### config.mk
export PLATFORM = sky130hd
export DESIGN_NAME = sync_fifo_param_flat
export DESIGN_NICKNAME = d
export VERILOG_FILES = /design/src/rtl/sync_fifo_param_pkg.sv /design/src/rtl/sync_fifo_param_if.sv /design/src/rtl/sync_fifo_param_ram.sv /design/src/rtl/sync_fifo_param.sv /design/src/flat_wrapper.sv
export SDC_FILE = /design/constraint.sdc
export NUM_CORES = 1
export LEC_CHECK = 0
export ABC_AREA = 1
export CORE_ASPECT_RATIO = 1.75
export CORE_MARGIN = 2
export CORE_UTILIZATION = 40
export CTS_BUF_LIST = sky130_fd_sc_hd__clkbuf_16
export CTS_CLUSTER_SIZE = 24
export DETAILED_ROUTE_END_ITERATION = 6
export PLACE_DENSITY_LB_ADDON = 0.08
export SETUP_SLACK_MARGIN = 0.02
export SLEW_MARGIN = 15
export SYNTH_ARGS = -nofsm -noshare
export SYNTH_HDL_FRONTEND = slang
export SYNTH_SLANG_ARGS = --single-unit
### constraint.sdc
create_clock -name clk -period 2.9 [get_ports clk]
set_clock_uncertainty 0.15 [all_clocks]
set_input_delay 0.435 -clock clk [delete_from_list [all_inputs] [get_ports clk]]
set_output_delay 0.435 -clock clk [all_outputs]
set_load 0.1 [all_outputs]
### src/rtl/sync_fifo_param_pkg.sv
// Shared types for the parametrised synchronous FIFO: read-mode selector and
// the per-cycle status bundle reported back to the producer.
package sync_fifo_param_pkg;

  typedef enum logic {
    FIFO_STD  = 1'b0,
    FIFO_FWFT = 1'b1
  } fifo_mode_e;

  typedef struct packed {
    logic wr_ack;
    logic overflow;
    logic underflow;
  } fifo_status_t;

endpackage : sync_fifo_param_pkg

### src/rtl/sync_fifo_param_if.sv
// Producer/consumer bus of the synchronous FIFO; master drives requests and
// thresholds, slave (the FIFO) returns data, level and flags.
interface sync_fifo_param_if #(
  parameter int unsigned FIFO_WIDTH = 16,
  parameter int unsigned FIFO_DEPTH = 8
) ();
  localparam int unsigned CNT_W = $clog2(FIFO_DEPTH + 1);

  logic                  flush;
  logic                  wr_en;
  logic [FIFO_WIDTH-1:0] data_in;
  logic                  rd_en;
  logic [FIFO_WIDTH-1:0] data_out;
  logic                  rd_valid;
  logic [CNT_W-1:0]      af_thresh;
  logic [CNT_W-1:0]      ae_thresh;
  logic [CNT_W-1:0]      level;
  logic                  full;
  logic                  empty;
  logic                  almostfull;
  logic                  almostempty;
  logic                  wr_ack;
  logic                  overflow;
  logic                  underflow;
  logic [1:0]            err_sticky;

  modport master (
    output flush, wr_en, data_in, rd_en, af_thresh, ae_thresh,
    input  data_out, rd_valid, level, full, empty, almostfull, almostempty,
           wr_ack, overflow, underflow, err_sticky
  );

  modport slave (
    input  flush, wr_en, data_in, rd_en, af_thresh, ae_thresh,
    output data_out, rd_valid, level, full, empty, almostfull, almostempty,
           wr_ack, overflow, underflow, err_sticky
  );

endinterface : sync_fifo_param_if

### src/rtl/sync_fifo_param_ram.sv
// FIFO storage: one synchronous write port, one asynchronous read port.
// Contents are never reset.
module sync_fifo_param_ram #(
  parameter int unsigned WIDTH = 16,
  parameter int unsigned DEPTH = 8
) (
  input  logic                     clk_i,
  input  logic                     we_i,
  input  logic [$clog2(DEPTH)-1:0] waddr_i,
  input  logic [WIDTH-1:0]         wdata_i,
  input  logic [$clog2(DEPTH)-1:0] raddr_i,
  output logic [WIDTH-1:0]         rdata_o
);

  logic [WIDTH-1:0] mem_q [DEPTH];

  always_ff @(posedge clk_i) begin
    if (we_i) begin
      mem_q[waddr_i] <= wdata_i;
    end
  end

  assign rdata_o = mem_q[raddr_i];

endmodule : sync_fifo_param_ram

### src/rtl/sync_fifo_param.sv
// Parametrised single-clock FIFO: any depth, standard or first-word-fall-through
// read, programmable almost flags, fill level, synchronous flush, sticky errors.
module sync_fifo_param
  import sync_fifo_param_pkg::*;
#(
  parameter int unsigned FIFO_WIDTH = 16,
  parameter int unsigned FIFO_DEPTH = 8,
  parameter int unsigned FWFT       = 0
) (
  input  logic             clk,
  input  logic             rst,
  sync_fifo_param_if.slave bus
);

  localparam int unsigned CNT_W = $clog2(FIFO_DEPTH + 1);
  localparam int unsigned PTR_W = $clog2(FIFO_DEPTH);
  localparam fifo_mode_e  MODE  = (FWFT != 0) ? FIFO_FWFT : FIFO_STD;

  logic [PTR_W-1:0]      wr_ptr_q, wr_ptr_d;
  logic [PTR_W-1:0]      rd_ptr_q, rd_ptr_d;
  logic [CNT_W-1:0]      level_q, level_d;
  fifo_status_t          status_q, status_d;
  logic [1:0]            err_q, err_d;
  logic                  full_c, empty_c, wr_acc_c, rd_acc_c;
  logic [FIFO_WIDTH-1:0] ram_rdata_c;

  // Explicit wrap so non-power-of-two depths work.
  function automatic logic [PTR_W-1:0] ptr_inc(input logic [PTR_W-1:0] p);
    return (p == PTR_W'(FIFO_DEPTH - 1)) ? '0 : p + PTR_W'(1);
  endfunction

  assign full_c   = (level_q == CNT_W'(FIFO_DEPTH));
  assign empty_c  = (level_q == '0);
  assign wr_acc_c = bus.wr_en & ~full_c & ~bus.flush;
  assign rd_acc_c = bus.rd_en & ~empty_c & ~bus.flush;

  always_comb begin
    wr_ptr_d = wr_ptr_q;
    rd_ptr_d = rd_ptr_q;
    level_d  = level_q;
    status_d = '0;
    err_d    = err_q;
    if (bus.flush) begin
      wr_ptr_d = '0;
      rd_ptr_d = '0;
      level_d  = '0;
      err_d    = '0;
    end else begin
      if (wr_acc_c) wr_ptr_d = ptr_inc(wr_ptr_q);
      if (rd_acc_c) rd_ptr_d = ptr_inc(rd_ptr_q);
      unique case ({wr_acc_c, rd_acc_c})
        2'b10:   level_d = level_q + CNT_W'(1);
        2'b01:   level_d = level_q - CNT_W'(1);
        default: level_d = level_q;
      endcase
      status_d.wr_ack    = wr_acc_c;
      status_d.overflow  = bus.wr_en & full_c;
      status_d.underflow = bus.rd_en & empty_c;
      err_d              = err_q | {status_d.overflow, status_d.underflow};
    end
  end

  always_ff @(posedge clk) begin
    if (rst) begin
      wr_ptr_q <= '0;
      rd_ptr_q <= '0;
      level_q  <= '0;
      status_q <= '0;
      err_q    <= '0;
    end else begin
      wr_ptr_q <= wr_ptr_d;
      rd_ptr_q <= rd_ptr_d;
      level_q  <= level_d;
      status_q <= status_d;
      err_q    <= err_d;
    end
  end

  sync_fifo_param_ram #(
    .WIDTH (FIFO_WIDTH),
    .DEPTH (FIFO_DEPTH)
  ) u_ram (
    .clk_i   (clk),
    .we_i    (wr_acc_c),
    .waddr_i (wr_ptr_q),
    .wdata_i (bus.data_in),
    .raddr_i (rd_ptr_q),
    .rdata_o (ram_rdata_c)
  );

  if (MODE == FIFO_STD) begin : g_std
    logic [FIFO_WIDTH-1:0] dout_q, dout_d;
    logic                  rvalid_q, rvalid_d;

    // Registered read port; data_out keeps its last value between reads.
    always_comb begin
      dout_d   = dout_q;
      rvalid_d = rd_acc_c;
      if (rd_acc_c) dout_d = ram_rdata_c;
    end

    always_ff @(posedge clk) begin
      if (rst) begin
        dout_q   <= '0;
        rvalid_q <= 1'b0;
      end else begin
        dout_q   <= dout_d;
        rvalid_q <= rvalid_d;
      end
    end

    assign bus.data_out = dout_q;
    assign bus.rd_valid = rvalid_q;
  end else begin : g_fwft
    // Head is shown directly; masked to zero while empty so stale memory never leaks.
    assign bus.data_out = empty_c ? '0 : ram_rdata_c;
    assign bus.rd_valid = ~empty_c;
  end

  assign bus.level       = level_q;
  assign bus.full        = full_c;
  assign bus.empty       = empty_c;
  assign bus.almostfull  = (level_q >= bus.af_thresh);
  assign bus.almostempty = (level_q <= bus.ae_thresh);
  assign bus.wr_ack      = status_q.wr_ack;
  assign bus.overflow    = status_q.overflow;
  assign bus.underflow   = status_q.underflow;
  assign bus.err_sticky  = err_q;

`ifdef SIM
  always_ff @(posedge clk) begin
    if (!rst) begin
      assert (level_q <= CNT_W'(FIFO_DEPTH));
      assert (32'(wr_ptr_q) < FIFO_DEPTH);
      assert (32'(rd_ptr_q) < FIFO_DEPTH);
      assert (!(full_c && empty_c));
      assert (!(status_q.wr_ack && status_q.overflow));
    end
  end
`endif

endmodule : sync_fifo_param
### src/flat_wrapper.sv
// flat-port wrapper written by rule: the top's interface ports become plain ports
module sync_fifo_param_flat import sync_fifo_param_pkg::*;
#(
  parameter int unsigned FIFO_WIDTH = 16,
  parameter int unsigned FIFO_DEPTH = 8,
  parameter int unsigned FWFT       = 0
)
  (clk, rst, bus_flush, bus_wr_en, bus_data_in, bus_rd_en, bus_af_thresh, bus_ae_thresh, bus_data_out, bus_rd_valid, bus_level, bus_full, bus_empty, bus_almostfull, bus_almostempty, bus_wr_ack, bus_overflow, bus_underflow, bus_err_sticky);
  sync_fifo_param_if #(.FIFO_WIDTH(FIFO_WIDTH), .FIFO_DEPTH(FIFO_DEPTH)) bus_i ();
  input  logic clk;
  input  logic rst;
  input wire logic [$bits(bus_i.flush)-1:0] bus_flush;
  input wire logic [$bits(bus_i.wr_en)-1:0] bus_wr_en;
  input wire logic [$bits(bus_i.data_in)-1:0] bus_data_in;
  input wire logic [$bits(bus_i.rd_en)-1:0] bus_rd_en;
  input wire logic [$bits(bus_i.af_thresh)-1:0] bus_af_thresh;
  input wire logic [$bits(bus_i.ae_thresh)-1:0] bus_ae_thresh;
  output wire logic [$bits(bus_i.data_out)-1:0] bus_data_out;
  output wire logic [$bits(bus_i.rd_valid)-1:0] bus_rd_valid;
  output wire logic [$bits(bus_i.level)-1:0] bus_level;
  output wire logic [$bits(bus_i.full)-1:0] bus_full;
  output wire logic [$bits(bus_i.empty)-1:0] bus_empty;
  output wire logic [$bits(bus_i.almostfull)-1:0] bus_almostfull;
  output wire logic [$bits(bus_i.almostempty)-1:0] bus_almostempty;
  output wire logic [$bits(bus_i.wr_ack)-1:0] bus_wr_ack;
  output wire logic [$bits(bus_i.overflow)-1:0] bus_overflow;
  output wire logic [$bits(bus_i.underflow)-1:0] bus_underflow;
  output wire logic [$bits(bus_i.err_sticky)-1:0] bus_err_sticky;
  assign bus_i.flush = bus_flush;
  assign bus_i.wr_en = bus_wr_en;
  assign bus_i.data_in = bus_data_in;
  assign bus_i.rd_en = bus_rd_en;
  assign bus_i.af_thresh = bus_af_thresh;
  assign bus_i.ae_thresh = bus_ae_thresh;
  assign bus_data_out = bus_i.data_out;
  assign bus_rd_valid = bus_i.rd_valid;
  assign bus_level = bus_i.level;
  assign bus_full = bus_i.full;
  assign bus_empty = bus_i.empty;
  assign bus_almostfull = bus_i.almostfull;
  assign bus_almostempty = bus_i.almostempty;
  assign bus_wr_ack = bus_i.wr_ack;
  assign bus_overflow = bus_i.overflow;
  assign bus_underflow = bus_i.underflow;
  assign bus_err_sticky = bus_i.err_sticky;
  sync_fifo_param #(.FIFO_WIDTH(FIFO_WIDTH), .FIFO_DEPTH(FIFO_DEPTH), .FWFT(FWFT)) u_core (.clk(clk), .rst(rst), .bus(bus_i));
endmodule
==> results.json <==
{
  "antennaDiodeCount": 0,
  "yosysSeqAreaShare": 0.646,
  "postCtsHoldBufs": 0,
  "yosys.area_share.simple": 0.198,
  "cp.arrival_ps": 1950,
  "grt_pass1_wl_mm": 25.3,
  "yosysTopAreaCell": "edfxtp_1",
  "core_sq_um": 16900,
  "synth_warnings": 0,
  "wl_met1_mm": 6.37,
  "synth.top_cells.by_area": "edfxtp_1 (55%), nand2_1 (11%), dfxtp_1 (9.2%)",
  "slew_viol_final": 0,
  "drv_cap": 0,
  "synthArstFlopShare": 0,
  "antenna_left": 0,
  "p_leak_nw": 3.57,
  "synth.most_common_cell": "nand2_1",
  "ys.flop_type": "edfxtp_1",
  "yosys-mux-area-fraction": 0,
  "critPathCaptureType": "output pin",
  "first_pass_iters": 4,
  "drt_iter0_markers": 166,
  "cts.reportedPaths.clkPinSlew_ps": 60,
  "synth_nets": 738,
  "portBuffers": 58,
  "numCtsBuffers": 17,
  "viasPerCell": 4.77,
  "fillCellCount": 1590,
  "dr_wl_met2_mm": 8.92,
  "finalSetupViolCount": 0,
  "synth_edf_count": 128,
  "synth_compound_area_frac": 0.0308,
  "grt_pass1_vias": 4815,
  "avgSynthCellArea_sq_um": 10.0,
  "power.density_nw_per_um2": 620,
  "whs_ps": 314,
  "antenna_found_initial": 0,
  "syn_to_final_growth_pct": 20.8,
  "nNetsFinal": 805,
  "wl_met3_microns": 529,
  "synth-adder-area-share": 0.0299,
  "cts_setup_buffers": 0,
  "hold_path_class": "reg2reg",
  "worstMarginPinSlew_ps": 935,
  "grt_max_degree": 65,
  "tns_ps": 0,
  "drive_gt1_frac": 0.125,
  "gp_congestion": 0.788,
  "cts.sinks": 160,
  "die_h_microns": 178,
  "start_util": 0.409,
  "synth_common_cells": "nand2_1 (198), edfxtp_1 (128), inv_1 (120)",
  "path_delay_family": "buffers and inverters",
  "multi_input_area_sq_um": 1820,
  "synth_top_area_frac": 0.554,
  "ys_ff_latch": 160,
  "hpwl_mm": 10.1,
  "slowest_stage": "clkdlybuf4s50_1",
  "max_stage_delay_ps": 450,
  "io_pins": 59,
  "cts_tree": "built",
  "hold_viol": 0,
  "dieArea_sq_um": 18500,
  "synth_top_family_by_area": "simple AND/OR/NAND/NOR gates",
  "cts_resized": 0,
  "crit_type": "in2out",
  "path_cells": "clkdlybuf4s50_1 -> inv_1 -> ha_1 -> nand2_1 -> o21ai_0 -> o21ai_4 -> buf_12",
  "cts.path.max_buffers": 2,
  "track_usage": 0.183,
  "start_kind": "input port",
  "synth_cells": 693,
  "grt-ovfl-total": 0,
  "vias": 4774,
  "worst-path-buf-inv": 3,
  "rsz0062_at_grt": "no",
  "post-route-period-util": 0.873,
  "root_buffer": "clkbuf_16",
  "htreeDepth": 4,
  "drc": 0,
  "final.min_clock_period_ps": 2530,
  "ir_drop_v": 0.000384,
  "post_drt_wl_per_cell_microns": 16.3,
  "die_w_microns": 104,
  "required_ps": 2320,
  "synthesis.area_sq_um": 6940,
  "register_area_sq_um": 4490,
  "rows": 63,
  "outcome": "finished, final reports clean",
  "max-slew-margin-rel": 0.377,
  "yosysUniqueCellTypes": 30,
  "wl_mm": 16.3,
  "top_layer": "met4",
  "synth-xor-area-share": 0.00252,
  "cp_max_fo": 2,
  "fmax_ghz": 0.395,
  "insertion_delay_ps": 420
}
-- registers in the layout, summed over array words and instances (netlist names) --
name	cells
u_core.bus.data_out	16
u_core.bus.err_sticky	2
u_core.bus.level	4
u_core.bus.overflow	1
u_core.bus.rd_valid	1
u_core.bus.underflow	1
u_core.bus.wr_ack	1
u_core.rd_ptr_q	3
u_core.u_ram.mem_q	128
u_core.wr_ptr_q	3
-- worst min-delay path, stage by stage (launching register included) --
cell	delay, ps
dfxtp_1	310
nand2_1	60
a21oi_1	50
-- cell type report --
class,count,area share
inverters,123,0.0552
multi-input cells,381,0.218
clock inverters,15,0.0218
clock buffers,17,0.0508
flip-flops and latches,160,0.536
repair buffers,77,0.0848
well taps,227,0.0339
-- cells by family (layout without fill, tap and decap cells) --
logic type	count (synthesis)	in the layout
AO/OA/AOI/OAI	41	41
XOR/XNOR	2	2
adder cells (fa/ha/maj)	16	16
buffers and inverters	152	232
flip-flops	160	160
AND/OR/NAND/NOR	322	322
-- path summary, 6_finish.rpt --
path	startpoint	end	slack (ps)	depth (start not counted)
worst max-delay path	bus_ae_thresh[3]	bus_almostempty	370	7
worst min-delay path	u_core.bus.data_out[13]	u_core.bus.data_out[13]	310	2
worst max register to register	u_core.bus.level[1]	u_core.bus.level[3]	700	12
worst min register to register	u_core.bus.data_out[13]	u_core.bus.data_out[13]	310	2
-- power breakdown --
group	switching, mW	total, mW	internal, mW
combinational	0.267	0.383	0.116
clock	0.925	2.29	1.37
sequential	0.0129	2.52	2.50
-- cells in the final DEF, fill, tap and decap left out, types with 2 or more instances in the layout --
master	count
nand2_1	198
edfxtp_1	128
inv_1	120
nand3_1	98
buf_4	44
clkdlybuf4s50_1	28
a21oi_1	27
dfxtp_1	27
nor2_1	17
clkbuf_16	17
ha_1	15
o21ai_0	10
buf_12	5
dfxtp_2	5
inv_6	4
clkinv_2	3
bufinv_16	3
or2_2	2
o211ai_1	2
clkinv_1	2
xnor2_1	2
clkinvlp_4	2
clkinv_4	2
-- through the flow --
| stage | cell area [sq um] | util | total power, mW | setup WS (ps) | instances |
|---|---|---|---|---|---|
| after floorplan | 6960 | - | 2.81 | 232 | 693 |
| final | 8380 | 0.494 | 5.19 | 369 | 1000 |
| after detailed placement | 7770 | 0.458 | 2.95 | 223 | 968 |
| after global routing | 8380 | 0.494 | 5.37 | 221 | 1000 |
| after CTS | 8380 | 0.494 | 5.25 | 342 | 1000 |
| after global placement | 7770 | 0.458 | 2.95 | 269 | 968 |
-- per-layer routing --
| metal | track usage | vias up |
|---|---|---|
| li1 | - | 2375 |
| met5 | 0 | - |
| met1 | 0.196 | 2280 |
| met4 | 0.0788 | 0 |
| met2 | 0.354 | 90 |
| met3 | 0.0296 | 29 |
Power figures use the tool's default switching activity.
